<file path="src/rtl/spi_frame_monitor.sv">
// Passive SPI bus monitor: captures mosi/miso words per cs_n frame into a small FIFO.
// Define SPI_FRAME_MONITOR_PARTIAL_EN to also push incomplete words at frame end.
module spi_frame_monitor #(
    parameter int unsigned DATA_W     = 8,
    parameter int unsigned FIFO_DEPTH = 4,
    parameter int unsigned MSB_FIRST  = 1
) (
    input  logic                            clk,
    input  logic                            rst,
    input  logic                            cpol,
    input  logic                            cpha,
    input  logic                            sck,
    input  logic                            cs_n,
    input  logic                            mosi,
    input  logic                            miso,
    output logic                            out_valid,
    input  logic                            out_ready,
    output logic [DATA_W-1:0]               out_mosi,
    output logic [DATA_W-1:0]               out_miso,
    output logic [$clog2(DATA_W+1)-1:0]     out_bits,
    output logic                            out_sof,
    output logic [$clog2(FIFO_DEPTH+1)-1:0] fifo_level,
    output logic                            overflow,
    input  logic                            clear_overflow
);
    localparam int unsigned BITS_W = $clog2(DATA_W + 1);
    localparam int unsigned LVL_W  = $clog2(FIFO_DEPTH + 1);
    localparam int unsigned PTR_W  = $clog2(FIFO_DEPTH);

    typedef enum logic {StIdle, StActive} state_e;

    logic sck_s1, sck_s2, sck_s3;
    logic cs_s1, cs_s2, cs_s3;
    logic mosi_s1, mosi_s2, miso_s1, miso_s2;
    logic vld_s1, vld_s2, armed_q;

    state_e state_q, state_d;
    logic   start_frame, end_frame, do_sample;
    logic   cs_fall, cs_rise, sck_rise, sck_fall, sample_edge;

    logic              cpol_q, cpha_q, sof_q;
    logic [BITS_W-1:0] cnt_q;
    logic [DATA_W-1:0] sr_mosi_q, sr_miso_q, mosi_shift, miso_shift;
    logic              word_done;

    logic              cap_valid_q, cap_sof_q;
    logic [DATA_W-1:0] cap_mosi_q, cap_miso_q;
    logic [BITS_W-1:0] cap_bits_q;
    logic              push_valid_q, push_sof_q;
    logic [DATA_W-1:0] push_mosi_q, push_miso_q;
    logic [BITS_W-1:0] push_bits_q;

    logic [DATA_W-1:0] mem_mosi [FIFO_DEPTH];
    logic [DATA_W-1:0] mem_miso [FIFO_DEPTH];
    logic [BITS_W-1:0] mem_bits [FIFO_DEPTH];
    logic              mem_sof  [FIFO_DEPTH];
    logic [PTR_W-1:0]  wr_ptr_q, rd_ptr_q;
    logic [LVL_W-1:0]  level_q;
    logic              overflow_q, full, pop, wr_en, drop;

    // vld_s* marks when cs_s2 holds a real sample; a frame may only start after cs_n was seen
    // high, so a cs_n already low when reset releases never opens a frame.
    always_ff @(posedge clk or negedge rst) begin
        if (!rst) begin
            sck_s1  <= 1'b0;
            sck_s2  <= 1'b0;
            sck_s3  <= 1'b0;
            cs_s1   <= 1'b1;
            cs_s2   <= 1'b1;
            cs_s3   <= 1'b1;
            mosi_s1 <= 1'b0;
            mosi_s2 <= 1'b0;
            miso_s1 <= 1'b0;
            miso_s2 <= 1'b0;
            vld_s1  <= 1'b0;
            vld_s2  <= 1'b0;
            armed_q <= 1'b0;
        end else begin
            sck_s1  <= sck;
            sck_s2  <= sck_s1;
            sck_s3  <= sck_s2;
            cs_s1   <= cs_n;
            cs_s2   <= cs_s1;
            cs_s3   <= cs_s2;
            mosi_s1 <= mosi;
            mosi_s2 <= mosi_s1;
            miso_s1 <= miso;
            miso_s2 <= miso_s1;
            vld_s1  <= 1'b1;
            vld_s2  <= vld_s1;
            armed_q <= armed_q | (vld_s2 & cs_s2);
        end
    end

    assign cs_fall     = armed_q & cs_s3 & ~cs_s2;
    assign cs_rise     = ~cs_s3 & cs_s2;
    assign sck_rise    = sck_s2 & ~sck_s3;
    assign sck_fall    = ~sck_s2 & sck_s3;
    // Modes 1 and 2 sample on the falling edge, modes 0 and 3 on the rising edge.
    assign sample_edge = (cpol_q ^ cpha_q) ? sck_fall : sck_rise;

    always_ff @(posedge clk or negedge rst) begin
        if (!rst) begin
            state_q <= StIdle;
        end else begin
            state_q <= state_d;
        end
    end

    always_comb begin
        state_d = state_q;
        unique case (state_q)
            StIdle:   if (cs_fall) state_d = StActive;
            StActive: if (cs_rise) state_d = StIdle;
            default:  state_d = StIdle;
        endcase
    end

    always_comb begin
        start_frame = (state_q == StIdle) && cs_fall;
        end_frame   = (state_q == StActive) && cs_rise;
        do_sample   = (state_q == StActive) && sample_edge && !cs_rise;
    end

    always_comb begin
        if (MSB_FIRST != 0) begin
            mosi_shift = {sr_mosi_q[DATA_W-2:0], mosi_s2};
            miso_shift = {sr_miso_q[DATA_W-2:0], miso_s2};
        end else begin
            mosi_shift = {mosi_s2, sr_mosi_q[DATA_W-1:1]};
            miso_shift = {miso_s2, sr_miso_q[DATA_W-1:1]};
        end
    end

    assign word_done = (cnt_q == BITS_W'(DATA_W - 1));

`ifdef SPI_FRAME_MONITOR_PARTIAL_EN
    logic [BITS_W-1:0] shamt;
    logic [DATA_W-1:0] mosi_part, miso_part;

    // MSB-first bits already sit right-aligned; LSB-first bits must slide down to bit 0.
    always_comb begin
        shamt = BITS_W'(DATA_W) - cnt_q;
        if (MSB_FIRST != 0) begin
            mosi_part = sr_mosi_q;
            miso_part = sr_miso_q;
        end else begin
            mosi_part = sr_mosi_q >> shamt;
            miso_part = sr_miso_q >> shamt;
        end
    end
`endif

    always_ff @(posedge clk or negedge rst) begin
        if (!rst) begin
            cpol_q      <= 1'b0;
            cpha_q      <= 1'b0;
            sof_q       <= 1'b0;
            cnt_q       <= '0;
            sr_mosi_q   <= '0;
            sr_miso_q   <= '0;
            cap_valid_q <= 1'b0;
            cap_sof_q   <= 1'b0;
            cap_mosi_q  <= '0;
            cap_miso_q  <= '0;
            cap_bits_q  <= '0;
        end else begin
            cap_valid_q <= 1'b0;
            if (start_frame) begin
                cpol_q    <= cpol;
                cpha_q    <= cpha;
                sof_q     <= 1'b1;
                cnt_q     <= '0;
                sr_mosi_q <= '0;
                sr_miso_q <= '0;
            end else if (do_sample) begin
                if (word_done) begin
                    cap_valid_q <= 1'b1;
                    cap_mosi_q  <= mosi_shift;
                    cap_miso_q  <= miso_shift;
                    cap_bits_q  <= BITS_W'(DATA_W);
                    cap_sof_q   <= sof_q;
                    sof_q       <= 1'b0;
                    cnt_q       <= '0;
                    sr_mosi_q   <= '0;
                    sr_miso_q   <= '0;
                end else begin
                    cnt_q     <= cnt_q + BITS_W'(1);
                    sr_mosi_q <= mosi_shift;
                    sr_miso_q <= miso_shift;
                end
            end else if (end_frame) begin
`ifdef SPI_FRAME_MONITOR_PARTIAL_EN
                if (cnt_q != '0) begin
                    cap_valid_q <= 1'b1;
                    cap_mosi_q  <= mosi_part;
                    cap_miso_q  <= miso_part;
                    cap_bits_q  <= cnt_q;
                    cap_sof_q   <= sof_q;
                end
`endif
                cnt_q     <= '0;
                sr_mosi_q <= '0;
                sr_miso_q <= '0;
            end
        end
    end

    // Extra stage so a completed word reaches the FIFO a fixed 4 cycles after sync capture.
    always_ff @(posedge clk or negedge rst) begin
        if (!rst) begin
            push_valid_q <= 1'b0;
            push_sof_q   <= 1'b0;
            push_mosi_q  <= '0;
            push_miso_q  <= '0;
            push_bits_q  <= '0;
        end else begin
            push_valid_q <= cap_valid_q;
            push_sof_q   <= cap_sof_q;
            push_mosi_q  <= cap_mosi_q;
            push_miso_q  <= cap_miso_q;
            push_bits_q  <= cap_bits_q;
        end
    end

    assign full  = (level_q == LVL_W'(FIFO_DEPTH));
    assign pop   = out_valid & out_ready;
    assign wr_en = push_valid_q & (~full | pop);
    assign drop  = push_valid_q & full & ~pop;

    always_ff @(posedge clk) begin
        if (wr_en) begin
            mem_mosi[wr_ptr_q] <= push_mosi_q;
            mem_miso[wr_ptr_q] <= push_miso_q;
            mem_bits[wr_ptr_q] <= push_bits_q;
            mem_sof[wr_ptr_q]  <= push_sof_q;
        end
    end

    always_ff @(posedge clk or negedge rst) begin
        if (!rst) begin
            wr_ptr_q   <= '0;
            rd_ptr_q   <= '0;
            level_q    <= '0;
            overflow_q <= 1'b0;
        end else begin
            if (wr_en) wr_ptr_q <= wr_ptr_q + PTR_W'(1);
            if (pop)   rd_ptr_q <= rd_ptr_q + PTR_W'(1);
            level_q <= level_q + LVL_W'(wr_en) - LVL_W'(pop);
            if (drop) begin
                overflow_q <= 1'b1;
            end else if (clear_overflow) begin
                overflow_q <= 1'b0;
            end
        end
    end

    always_comb begin
        out_valid  = (level_q != '0);
        out_mosi   = out_valid ? mem_mosi[rd_ptr_q] : '0;
        out_miso   = out_valid ? mem_miso[rd_ptr_q] : '0;
        out_bits   = out_valid ? mem_bits[rd_ptr_q] : '0;
        out_sof    = out_valid ? mem_sof[rd_ptr_q] : 1'b0;
        fifo_level = level_q;
        overflow   = overflow_q;
    end

endmodule
</file>
<file path="config.mk">
export PLATFORM = sky130hd
export DESIGN_NAME = spi_frame_monitor
export DESIGN_NICKNAME = d
export VERILOG_FILES = /design/src/rtl/spi_frame_monitor.sv
export SDC_FILE = /design/constraint.sdc
export NUM_CORES = 1
export LEC_CHECK = 0
export ABC_AREA = 1
export CORE_UTILIZATION = 50
export DETAILED_ROUTE_END_ITERATION = 8
export PLACE_DENSITY = 0.69
export SETUP_SLACK_MARGIN = 0.3
export SYNTH_ARGS = -nofsm -noshare
export SYNTH_HDL_FRONTEND = slang
export SYNTH_SLANG_ARGS = --single-unit
export TNS_END_PERCENT = 30
</file>
<file path="constraint.sdc">
create_clock -name clk -period 3.96 [get_ports clk]
set_clock_uncertainty 0.05 [all_clocks]
set_input_delay 0.792 -clock clk [delete_from_list [all_inputs] [get_ports clk]]
set_output_delay 0.792 -clock clk [all_outputs]
set_load 0.05 [all_outputs]
</file>
---- After elaboration in Yosys (flattened, before gate mapping) ----
Memories as Yosys holds them, arrays and structs flattened.
Cells that the tools add are included.
storage, ports and cells
  input bits .............................. 10
  memories ................................ 4
  register bits ........................... 81
  logic and storage cells ................. 107
  bits in writable memories ............... 72
  output and inout port bits .............. 26
memories
  name      words  width  rd ports  clocked after Yosys merged registers in  wr ports  RTL line  text
  mem_miso  4      8      1         0                                        1         54        logic [DATA_W-1:0] mem_miso [FIFO_DEPTH];
  mem_mosi  4      8      1         0                                        1         53        logic [DATA_W-1:0] mem_mosi [FIFO_DEPTH];
  mem_bits  4      1      1         0                                        1         55        logic [BITS_W-1:0] mem_bits [FIFO_DEPTH];
  mem_sof   4      1      1         0                                        1         56        logic mem_sof [FIFO_DEPTH];
cells by class
  bitwise logic cells ..................... 21
  reduce and logical (&&, ||, !) cells .... 12
  add/sub/neg operators ................... 5
  multiplexer cells ....................... 29
  eq/ne operators ......................... 2
operators by type and width
  cell                 count
  $mux 7               7
  $mux 4               5
  $mux 8               2
  $mux 1               14
  $and 1x1->1          10
  $not 1->1            8
  $reduce_bool 2->1    3
  $reduce_bool 3->1    2
  $add 2x1->2 const B  2
  $add 4x1->4 const B  1
  $eq 4x3->1 const B   1
  $logic_and 1x1->1    4
  $add 3x1->3          1
  $eq 3x3->1 const B   1
  $reduce_and 3->1     1
  $sub 3x1->3          1
  $or 1x1->1           2
  $pmux 1 s2           1
  $reduce_and 2->1     1
  $logic_not 1->1      1
  $xor 1x1->1          1

---- Longest topological paths before layout ----
Gate-level depths: netlist of run 1.
  word-level depth ........................ 7
  mapped depth ............................ 9
  depth with buffers taken out ............ 9

---- Worst setup path after synthesis of run 1 ----
No wires, ideal clock.
  path type ............................... register to output
  start ................................... reg level_q[1], in the netlist fifo_level[1]
  end ..................................... out out_miso[0]
  data required time ...................... 3.118 ns
  slack ................................... 1.067 ns
  cell stages (with the launch flop) ...... 7
  arrival time ............................ 2.051 ns
  path buffers ............................ 2
  path through ............................ dfrtp_1 inv_1 nand2_1 nor2_1 buf_2 buf_2 a21oi_1
between the ends
  longest elaborated chain between the ends .. 2
ends and longest elaborated chain
  element                 RTL line  text
  start, declared         58        logic [LVL_W-1:0] level_q;
  start signal, assigned  249       level_q <= level_q + LVL_W'(wr_en) - LVL_W'(pop);
  $reduce_bool 3->1       259       out_valid = (level_q != '0);
  $mux 8                  261       out_miso = out_valid ? mem_miso[rd_ptr_q] : '0;
  end, declared           19        output logic [DATA_W-1:0] out_miso,
No other way between the ends.

---- Final worst setup path of run 1 ----
  start ................................... reg rd_ptr_q[0]
  end ..................................... out out_mosi[1]
between the ends
  longest elaborated chain between the ends .. 2
ends and longest elaborated chain
  element                 RTL line  text
  start, declared         57        logic [PTR_W-1:0] wr_ptr_q, rd_ptr_q;
  start signal, assigned  248       if (pop) rd_ptr_q <= rd_ptr_q + PTR_W'(1);
  $mem_v2 4x8             -
  $mux 8                  260       out_mosi = out_valid ? mem_mosi[rd_ptr_q] : '0;
  end, declared           18        output logic [DATA_W-1:0] out_mosi,
No other way between the ends.

==> results of run 1 <==
[kinds of logic (layout without fill, tap and decap cells)]
group                    count (synthesis)  count (layout)  share of synthesized area
flip-flops                             153             153                      0.698
buffers and inverters                   57             100                     0.0513
AO/OA/AOI/OAI                           60              60                     0.0506
XOR/XNOR                                 6               6                    0.00875
adder cells (fa/ha/maj)                  8               8                     0.0179
other                                    2               4                    0.00125
AND/OR/NAND/NOR                        223             223                      0.172
[cells in the mapped netlist, types with 2 or more instances]
cell type,number
dfrtp_1,78
inv_2,6
ha_1,7
nor2_1,86
buf_6,6
buf_2,9
xor2_1,5
a21oi_1,22
o21ai_1,4
nand3_2,11
o21ai_0,32
nand2_1,74
nand4_1,33
conb_1,2
clkbuf_1,3
nand2_4,2
edfxtp_1,72
buf_4,10
nand3_1,15
inv_1,23
dfstp_2,3
[sequential cells by signal, indices dropped and copies added (netlist names), 2 cells and up]
signal	count
wr_ptr_q	2
cnt_q	4
mem_bits	4
cap_mosi_q	8
push_mosi_q	8
cap_miso_q	8
mem_mosi	32
sr_miso_q	7
mem_miso	32
rd_ptr_q	2
sr_mosi_q	7
mem_sof	4
fifo_level	3
push_miso_q	8
[power by group through the flow]
stage | combinational [uW] | sequential [uW] | clock [uW]
2_1_floorplan | 1150 | 1850 | 0
3_3_place_gp | 1590 | 1820 | 0
3_5_place_dp | 1610 | 1830 | 0
4_1_cts | 1620 | 1800 | 1580
5_1_grt | 1720 | 1810 | 1650
6_report | 1600 | 1800 | 1540
[metrics by stage]
| step | cell area, sq um | hold WS (ps) | setup slack [ps] | power [uW] |
|---|---|---|---|---|
| finish | 6940 | 298 | 515 | 4940 |
| global route | 6940 | 306 | 320 | 5170 |
| CTS | 6940 | 298 | 460 | 5000 |
| detailed placement | 6360 | 286 | 764 | 3440 |
| global placement | 6360 | 282 | 823 | 3410 |
| floorplan | 6010 | 281 | 1070 | 2990 |
[how the worst min path moves through the flow]
stage,startpoint,end,slack (ps),depth (start not counted)
detailed placement,miso_s1,miso_s2,290,0
global placement,miso_s1,miso_s2,280,0
finish,miso_s1,miso_s2,300,0
floorplan,miso_s1,miso_s2,280,0
global route,vld_s1,vld_s2,310,0
CTS,miso_s1,miso_s2,300,0
[metal layers]
metal / GRT usage / part of all wire
met2: 0.298 / 0.52
met1: 0.232 / 0.44
met4: 0.0649 / 0.0037
met5: 0 / 0
met3: 0.0517 / 0.035
[worst max-delay path: cells and delay by family, from the launching register on]
kind	cells	cell delay (ps)
DFF	1	560
buffers and inverters	2	1160
AOI/OAI and AO/OA	2	320
and+or+nand+nor	2	160
[timing repair]
action / CTS / global route
setup endpoints to repair: 1 / 1
cloned: 0 / 0
gates resized for setup: 1 / 1
[cell type report]
| class | instances | area [sq um] | share of cell area |
|---|---|---|---|
| clock inverter | 15 | 150 | 0.0216 |
| tap | 143 | 179 | 0.0258 |
| sequential | 153 | 4190 | 0.604 |
| clock buffer | 17 | 425 | 0.0613 |
| multi-input combinational | 301 | 1510 | 0.218 |
| inverter | 29 | 110 | 0.0159 |
| timing repair buffer | 39 | 370 | 0.0534 |
==> run metrics, run 1 <==
outcome finished with violations; violations in the final reports design-rule violations; cells on worst reg2reg path 10; final HPWL from detailed placement 5.97 mm; quantity of hold-fixing buffers added after cts 0; proportion of power drawn by flip-flops and latches 0.364; portion of synthesized cell area occupied by the leading cell type 0.360; share of post-route cells with drive strength above 1 0.114; post-synth cell types 27; TritonCTS clock tree yes; share of total power in the clock network 0.312; DR vias 3,630; Detailed Route Iter0 Violations 236; most used cell, CP nor2_1; placeable core area 0.0116 sq mm; Largest stage delay, worst path 840 ps; Die Y 112 um; capture point of the worst reg-to-reg path fifo_level[2]; Wirelength per Cell 14.5 um; Synth async-reset ratio 0.529; CTS root buffer clkbuf_16; Layout Utilization 0.600; Max Slew Vio Count 0; Die X 112 um; grt total ovfl 0; number of global-route vias before repair 3,583; EDFF count, synth 72; H-tree levels 4; number of setup buffers added after CTS 0; antenna fix cells 0; Synth Register Bits 153; RSZ-0062 raised after global routing false; Worst R2R Start fifo_level[1]; total of warnings raised by yosys 0; synthesized netlist cell count 509; Sinks on Clock Net 153; filler cell count 909; net switching power 1810 uW; wire length of the first global-routing pass 17.4 mm; post-synthesis to final-layout area growth 15.6%; top_reg_cell synth dfrtp_1; top cells by area in the synthesized netlist edfxtp_1, dfrtp_1, nor2_1; clock buffer depth 2; endpoint kind of the worst setup timing path primary output; Total Nets Final 559; CP startpoint rd_ptr_q[0]; TritonCTS Buffers 17; maximum fanout along the worst path 22; DRC violation count after routing 5; count of final hold-check violations 0; Std-Cell Rows 39; CP Launch Type flip-flop; static power due to leakage 0.00292 uW; Worst Setup EP out_mosi[1]; maximum clock frequency 290 MHz; worst ir drop on vdd 0.450 mV; die area 0.0125 sq mm; class of the tightest hold or removal check reg2reg; worst path arrival time 2600 ps; # placed instances 665; final sum of negative setup slack 0 ps; largest net degree at the start of global routing 82; sequential element share of the synthesized area 0.698; Port Buf Inserts 32; clock transition at the registers of the reported paths 60 ps; power density over the cells 712 mW/mm^2; Data required, critical path 3120 ps; Tot GR Track Use 0.181; commonest non-fill, non-tap cell in the layout nor2_1; most frequent cells in the layout nor2_1, dfrtp_1, nand2_1; R2R setup slack 1650 ps; initial antenna violation count 0; num ports 36; first drt pass iteration count 8; dominant cell type by area after synthesis edfxtp_1; fin crit period 3450 ps; Avg Inst Size Synth 11.8 sq um; cell-internal power 3140 uW; global placement routability congestion 0.721; final critical-path share of the clock period 0.870; count of final setup violators 0; Cell Count, Final, Fillers Out 697; switching portion of total power 0.365; combinational share of power 0.324; relative slew slack 0.345; WL final 10.1 mm; critical setup path kind reg2out; clk_lat worst skew 410 ps; effective utilization at floorplan 0.519; transition time at the pin with the least slew margin 983 ps; Antenna Nets Post-Route 0; count of maximum capacitance violations 0; Via-to-Cell Ratio 5.21; Syn Std Cell Area 0.00600 sq mm; slowest cell on the critical path clkdlybuf4s50_1; cell chain of the critical path buf_4 > nor2_1 > nor2_1 > o21ai_0 > a21oi_1 > clkdlybuf4s50_1
Power figures use the tool's default switching activity.
==> run 2, diff against run 1 <==
--- a/config.mk
+++ b/config.mk
@@ -6,9 +6,8 @@
 export NUM_CORES = 1
 export LEC_CHECK = 0
 export ABC_AREA = 1
-export CORE_UTILIZATION = 50
+export CORE_UTILIZATION = 40
 export DETAILED_ROUTE_END_ITERATION = 8
-export PLACE_DENSITY = 0.69
 export SETUP_SLACK_MARGIN = 0.3
 export SYNTH_ARGS = -nofsm -noshare
 export SYNTH_HDL_FRONTEND = slang
==> run metrics, run 2 (synthesis results as in run 1) <==
outcome completed; worst ir drop on vdd 0.372 mV; DR vias 3,671; Data required, critical path 3120 ps; hold-critical path depth 0; Die X 125 um; Die Y 125 um; clk_lat worst skew 410 ps; Via-to-Cell Ratio 4.97; switching portion of total power 0.351; most used cell, CP nor2_1; Max Slew Vio Count 0; Cell Count, Final, Fillers Out 738; Largest stage delay, worst path 840 ps; capture point of the worst reg-to-reg path fifo_level[2]; fin crit period 3420 ps; clock transition at the registers of the reported paths 60 ps; initial antenna violation count 0; number of buffers and inverters on the critical path 2; # placed instances 706; count of maximum capacitance violations 0; proportion of power drawn by flip-flops and latches 0.345; num ports 36; count of final setup violators 0; grt total ovfl 0; Total Nets Final 559; Tot GR Track Use 0.152; DRC violation count after routing 0; static power due to leakage 0.00296 uW; Largest regs mem_miso (32), mem_mosi (32); Sinks on Clock Net 153; quantity of hold-fixing buffers added after cts 0; maximum fanout along the worst path 32; number of global-route vias before repair 3,748; final HPWL from detailed placement 6.36 mm; global placement routability congestion 0.716; Worst R2R Start fifo_level[1]; Antenna Nets Post-Route 0; net switching power 1810 uW; wire length of the first global-routing pass 18.4 mm; share of post-route cells with drive strength above 1 0.114; antenna fix cells 0; dominant delay contributor by cell family on the critical path buffers and inverters; count of final hold-check violations 0; final critical-path share of the clock period 0.864; cells on worst reg2reg path 10; TritonCTS Buffers 17; terminating pin of the worst hold path push_valid_q; class of the tightest hold or removal check reg2reg; maximum clock frequency 292 MHz; Std-Cell Rows 44; CTS-repair resized insts 0; transition time at the pin with the least slew margin 1020 ps; slowest cell on the critical path clkdlybuf4s50_1; Port Buf Inserts 32; endpoint kind of the worst setup timing path primary output; CP startpoint rd_ptr_q[0]; number of setup buffers added after CTS 0; H-tree levels 4; placeable core area 0.0146 sq mm; critical hold path startpoint cap_valid_q; TritonCTS clock tree yes; combinational share of power 0.314; R2R setup slack 1670 ps; effective utilization at floorplan 0.412; first drt pass iteration count 4; die area 0.0155 sq mm; WL final 10.6 mm; power density over the cells 730 mW/mm^2; worst path arrival time 2580 ps; final sum of negative setup slack 0 ps; relative slew slack 0.321; Detailed Route Iter0 Violations 304; post-synthesis to final-layout area growth 17.8%; CP Launch Type flip-flop; share of total power in the clock network 0.341; commonest non-fill, non-tap cell in the layout nor2_1; most frequent cells in the layout nor2_1, dfrtp_1, nand2_1; clock buffer depth 2; critical setup path kind reg2out; cell-internal power 3350 uW; Wirelength per Cell 14.4 um; CTS root buffer clkbuf_16; largest net degree at the start of global routing 82; cell chain of the critical path buf_4 > nor2_1 > nor2_1 > o21ai_1 > a21oi_1 > clkdlybuf4s50_1; RSZ-0062 raised after global routing false
run 2: worst max-delay path by stage:
stage,cells after the start,slack [ps],end
after floorplan,6,1070,out_miso[0]
after global placement,6,1020,out_mosi[1]
after detailed placement,6,960,out_mosi[1]
after CTS,6,500,out_mosi[1]
after global routing,6,340,out_mosi[7]
final,6,540,out_miso[5]
run 2: stage by stage:
step | hold slack, ps | power, uW | area (sq um) | worst slack, ps | util
2_1_floorplan | 281 | 2990 | 6010 | 1070 | -
3_3_place_gp | 284 | 3420 | 6410 | 1020 | 0.440
3_5_place_dp | 286 | 3450 | 6410 | 964 | 0.440
4_1_cts | 300 | 5220 | 7070 | 504 | 0.485
5_1_grt | 306 | 5410 | 7070 | 343 | 0.485
6_report | 298 | 5160 | 7070 | 538 | 0.485
run 2: final cells by class:
type,instances,area (sq um)
clock inverter,14,216
fill,1297,7520
timing repair buffer,39,373
tap,184,230
multi-input combinational,301,1510
sequential,153,4190
clock buffer,18,439
inverter,29,109
run 2: worst register-to-register path: stages, from the launching register on:
cell and delay (ps):
dfrtp_1 410, inv_1 120, nand2_1 60, nor2_1 80, buf_4 270, nor2_1 140
ha_1 290, inv_1 40, ha_1 180, fa_1 380, xor2_1 170
run 2: power by group through the flow:
stage | Combinational (uW) | Clock [uW] | Sequential, uW
floorplan | 1150 | 0 | 1850
global placement | 1610 | 0 | 1810
detailed placement | 1640 | 0 | 1810
CTS | 1640 | 1800 | 1780
global route | 1750 | 1870 | 1790
finish | 1620 | 1760 | 1780
run 2: metal layers:
| metal | GRT usage | routed length [um] | share of wire | vias up |
|---|---|---|---|---|
| li1 | - | - | - | 1778 |
| met5 | 0 | 0 | 0 | - |
| met4 | 0.0659 | 128 | 0.012 | 0 |
| met2 | 0.247 | 5240 | 0.49 | 52 |
| met1 | 0.191 | 4900 | 0.46 | 1827 |
| met3 | 0.0387 | 350 | 0.033 | 14 |
==> RTL edit 1 (config.mk and constraints of run 1) <==
The option `SPI_FRAME_MONITOR_PARTIAL_EN` is turned on by a define.
--- a/src/rtl/spi_frame_monitor.sv
+++ b/src/rtl/spi_frame_monitor.sv
@@ -1,5 +1,7 @@
 // Passive SPI bus monitor: captures mosi/miso words per cs_n frame into a small FIFO.
 // Define SPI_FRAME_MONITOR_PARTIAL_EN to also push incomplete words at frame end.
+`define SPI_FRAME_MONITOR_PARTIAL_EN
+
 module spi_frame_monitor #(
     parameter int unsigned DATA_W     = 8,
     parameter int unsigned FIFO_DEPTH = 4,
Function: changed (a bounded check fails within 10 cycles, from zero or initial values and one cycle with rst low).
==> RTL edit 1 against run 1 <==
- global-route usage grew 1.4 points
- largest power group unchanged
- synthesized cell count grew 20%
- sequential cell count grew 20
- wire length grew 23%
- critical path type unchanged
- total power grew 18%
- cell count grew 20%
- hold slack is essentially flat
- design area grew 14%
- via count grew 21%
- first-iteration DRC count grew 64%
- critical endpoint is now out_miso[1]
- setup slack lost 0.0076 ns
- area after synthesis grew 14%
- clock power grew 4%
- utilization shrank 0.47 points
==> RTL edit 1: results (changes against run 1) <==
STA
  – Final hold slack: 0.298 ns (about the same)
  – Post-route minimum period: 3.45 ns (about the same)

Final layout
  – Area grow syn2layout: 15.5% (was 15.6%)
  – # fillers: 1055 (was 909)

Global route
  – GR met1 Demand/Resource: 0.261 (was 0.232)
  – Via count of the first global-routing pass: 4300 (was 3583)
  – Met2 usage: 0.310 (was 0.298)
  – Met3 Track Usage GR: 0.0359 (was 0.0517)
  – Largest net degree at the start of global routing: 84 (was 82)

Placed design
  – Hpwl dp: 7.41 mm (was 5.97 mm)
  – Placed cell count: 805 (was 665)
  – GP Congestion: 0.747 (was 0.721)

Setup path
  – Critical R2R Launch: fifo_level[2]$_DFF_PN0_ (was fifo_level[1]$_DFF_PN0_)
  – Crit path arrival time: 2.61 ns (was 2.60 ns)
  – R2R cell count: 8 (was 10)
  – Flop2flop setup slack: 1.70 ns (was 1.65 ns)
  – Worst-path fanout max: 43 (was 22)

Min path
  – Hold path startpoint: vld_s1$_DFF_PN0_ (was miso_s1$_DFF_PN0_)
  – Hold path endpoint: vld_s2$_DFF_PN0_ (was miso_s2$_DFF_PN0_)

Synth
  – Leading cell types by count after synthesis: nand2_1 (108), nor2_1 (96), dfrtp_1 (86) (was nor2_1 (86), dfrtp_1 (78), nand2_1 (74))
  – Top post-synthesis cells by area: edfxtp_1 (37%), dfrtp_1 (31%), nand2_1 (5.9%) (was edfxtp_1 (36%), dfrtp_1 (33%), nor2_1 (5.4%))
  – Post-synthesis cell type count: 31 (was 27)
  – Synth Area in Compound Gates: 0.0655 (was 0.0506)
  – Post-synthesis sequential area ratio: 0.693 (was 0.698)
  – Post-synth ARST share: 0.514 (was 0.529)
  – Multiplexer share of the synthesized area: 0.00146 (was 0)
  – Post-Synth XOR/XNOR Area: 0.00767 (was 0.00875)
  – EDFF count, synth: 84 (was 72)

Routing
  – 1st-iter DRT viols: 386 (was 236)
  – M1 WL: 5.61 mm (was 4.44 mm)
  – Routed wire length: 12.4 mm (was 10.1 mm)
  – DR WL met3: 546 um (was 354 um)
  – WL per Instance: 14.9 um (was 14.5 um)
  – Vias per cell: 5.25 (was 5.21)

Run status
  – Outcome: complete, no violations (was finished with violations)

Pwr
  – Max IR drop VDD: 0.276 mV (was 0.450 mV)
## RTL edit 1: cell types whose count changed in the layout (fill, tap and decap cells not counted), moves of 9 or more
cell      before  now
dfrtp_1       77   86
edfxtp_1      72   84
nand2_1       74  108
nand3_1       15   55
nand4_1       33    1
nor2_1        86   96
o21ai_0       32   56
## RTL edit 1: layout make-up
cell class | instances | area share
sequential | 173 | 0.600
multi-input combinational | 379 | 0.231
timing repair buffer | 46 | 0.0544
clock buffer | 17 | 0.0537
tap | 176 | 0.0278
clock inverter | 14 | 0.0183
inverter | 31 | 0.0147
## RTL edit 1: power groups by stage
stage          clock (mW)  combinational [mW]  sequential, mW
2_1_floorplan           0                1.44            2.24
3_3_place_gp            0                2.02            2.21
3_5_place_dp            0                2.07            2.22
4_1_cts              1.63                2.08            2.18
5_1_grt              1.70                2.25            2.20
6_report             1.60                2.07            2.18
==> RTL edit 2 (config.mk and constraints of run 1) <==
Without the edit above. `push_mosi_q`, `push_miso_q` and `push_bits_q` no longer have a reset.
--- a/src/rtl/spi_frame_monitor.sv
+++ b/src/rtl/spi_frame_monitor.sv
@@ -211,16 +211,16 @@
         if (!rst) begin
             push_valid_q <= 1'b0;
             push_sof_q   <= 1'b0;
-            push_mosi_q  <= '0;
-            push_miso_q  <= '0;
-            push_bits_q  <= '0;
         end else begin
             push_valid_q <= cap_valid_q;
             push_sof_q   <= cap_sof_q;
-            push_mosi_q  <= cap_mosi_q;
-            push_miso_q  <= cap_miso_q;
-            push_bits_q  <= cap_bits_q;
-        end
+        end
+    end
+
+    always_ff @(posedge clk) begin
+        push_mosi_q <= cap_mosi_q;
+        push_miso_q <= cap_miso_q;
+        push_bits_q <= cap_bits_q;
     end
 
     assign full  = (level_q == LVL_W'(FIFO_DEPTH));
Check against the original RTL: no difference found for any inputs over 10 cycles, from zero or initial values and one cycle with rst low; that may be too few to reach the edited logic, so the function may still have changed.
==> RTL edit 2 against run 1 <==
- area after synthesis decreased by 1.4%
- die area shrank 1.4%
- sequential cell count did not move
- design area shrank 0.67%
- wire length grew 2.7%
- total power grew 1.7%
- sequential share of layout area shrank 0.85 points
- critical path depth fell by 2
- first-iteration DRC count increased by 11%
- setup slack better by 0.098 ns
- hold slack got worse by 0.00083 ns
- critical path type unchanged
==> RTL edit 2: results (changes against run 1) <==
Synth
  – Leading cell types by count after synthesis: nor2_1 (86), nand2_1 (74), edfxtp_1 (72) (was nor2_1 (86), dfrtp_1 (78), nand2_1 (74))
  – Post-synth ARST share: 0.418 (was 0.529)
  – Synth Area in Compound Gates: 0.0514 (was 0.0506)
  – Main synth FF type: edfxtp_1 (was dfrtp_1)
  – Top post-synthesis cells by area: edfxtp_1 (37%), dfrtp_1 (26%), dfxtp_1 (5.7%) (was edfxtp_1 (36%), dfrtp_1 (33%), nor2_1 (5.4%))
  – Post-synthesis sequential area ratio: 0.694 (was 0.698)

Placed design
  – GP Congestion: 0.719 (was 0.721)
  – Placed Area: 0.00629 mm2 (was 0.00636 mm2)

Final layout
  – Layout cells sized above 1: 0.117 (was 0.114)
  – # nets final: 561 (was 559)

Routing
  – DRT Pass-1 Iters: 4 (was 8)
  – WL per Instance: 14.8 um (was 14.5 um)
  – Routed wire length: 10.4 mm (was 10.1 mm)

Pwr
  – Clk pwr share: 0.320 (was 0.312)
  – Clk. pwr: 1.61 mW (was 1.54 mW)
  – Leak: 2.84 nW (was 2.92 nW)

Global route
  – Largest net degree at the start of global routing: 46 (was 82)
  – GR met1 Demand/Resource: 0.242 (was 0.232)
  – First-pass GRT wire length: 17.9 mm (was 17.4 mm)
  – Met2 usage: 0.306 (was 0.298)

Min path
  – Hold path startpoint: sck_s1$_DFF_PN0_ (was miso_s1$_DFF_PN0_)

Run status
  – Outcome: complete, no violations (was finished with violations)

Setup path
  – Flop2flop setup slack: 1.47 ns (was 1.65 ns)
  – Crit path arrival time: 2.51 ns (was 2.60 ns)
  – Worst-path fanout max: 36 (was 22)

STA
  – Final hold slack: 0.297 ns (was 0.298 ns)
-- RTL edit 2: final cells by class --
cell class                 instances  area (um2)  share of cell area
inverter                          29         109              0.0158
multi-input combinational        301        1510               0.219
tap                              143         179              0.0260
clock inverter                    12         136              0.0198
sequential                       153        4110               0.596
clock buffer                      20         468              0.0679
timing repair buffer              41         383              0.0555
-- RTL edit 2: worst max path at each step --
| stage | to | cells after the start | start | slack, ns |
|---|---|---|---|---|
| 3_5_place_dp | fifo_level[2]$_DFF_PN0_ | 10 | out_ready | 0.92 |
| 4_1_cts | out_mosi[7] | 4 | rd_ptr_q[0]$_DFFE_PN0N_ | 0.55 |
| 3_3_place_gp | fifo_level[2]$_DFF_PN0_ | 10 | out_ready | 1.02 |
| 2_1_floorplan | out_miso[0] | 6 | fifo_level[1]$_DFF_PN0_ | 1.07 |
| 6_report | out_mosi[7] | 4 | rd_ptr_q[0]$_DFFE_PN0N_ | 0.61 |
| 5_1_grt | out_mosi[7] | 4 | rd_ptr_q[0]$_DFFE_PN0N_ | 0.47 |
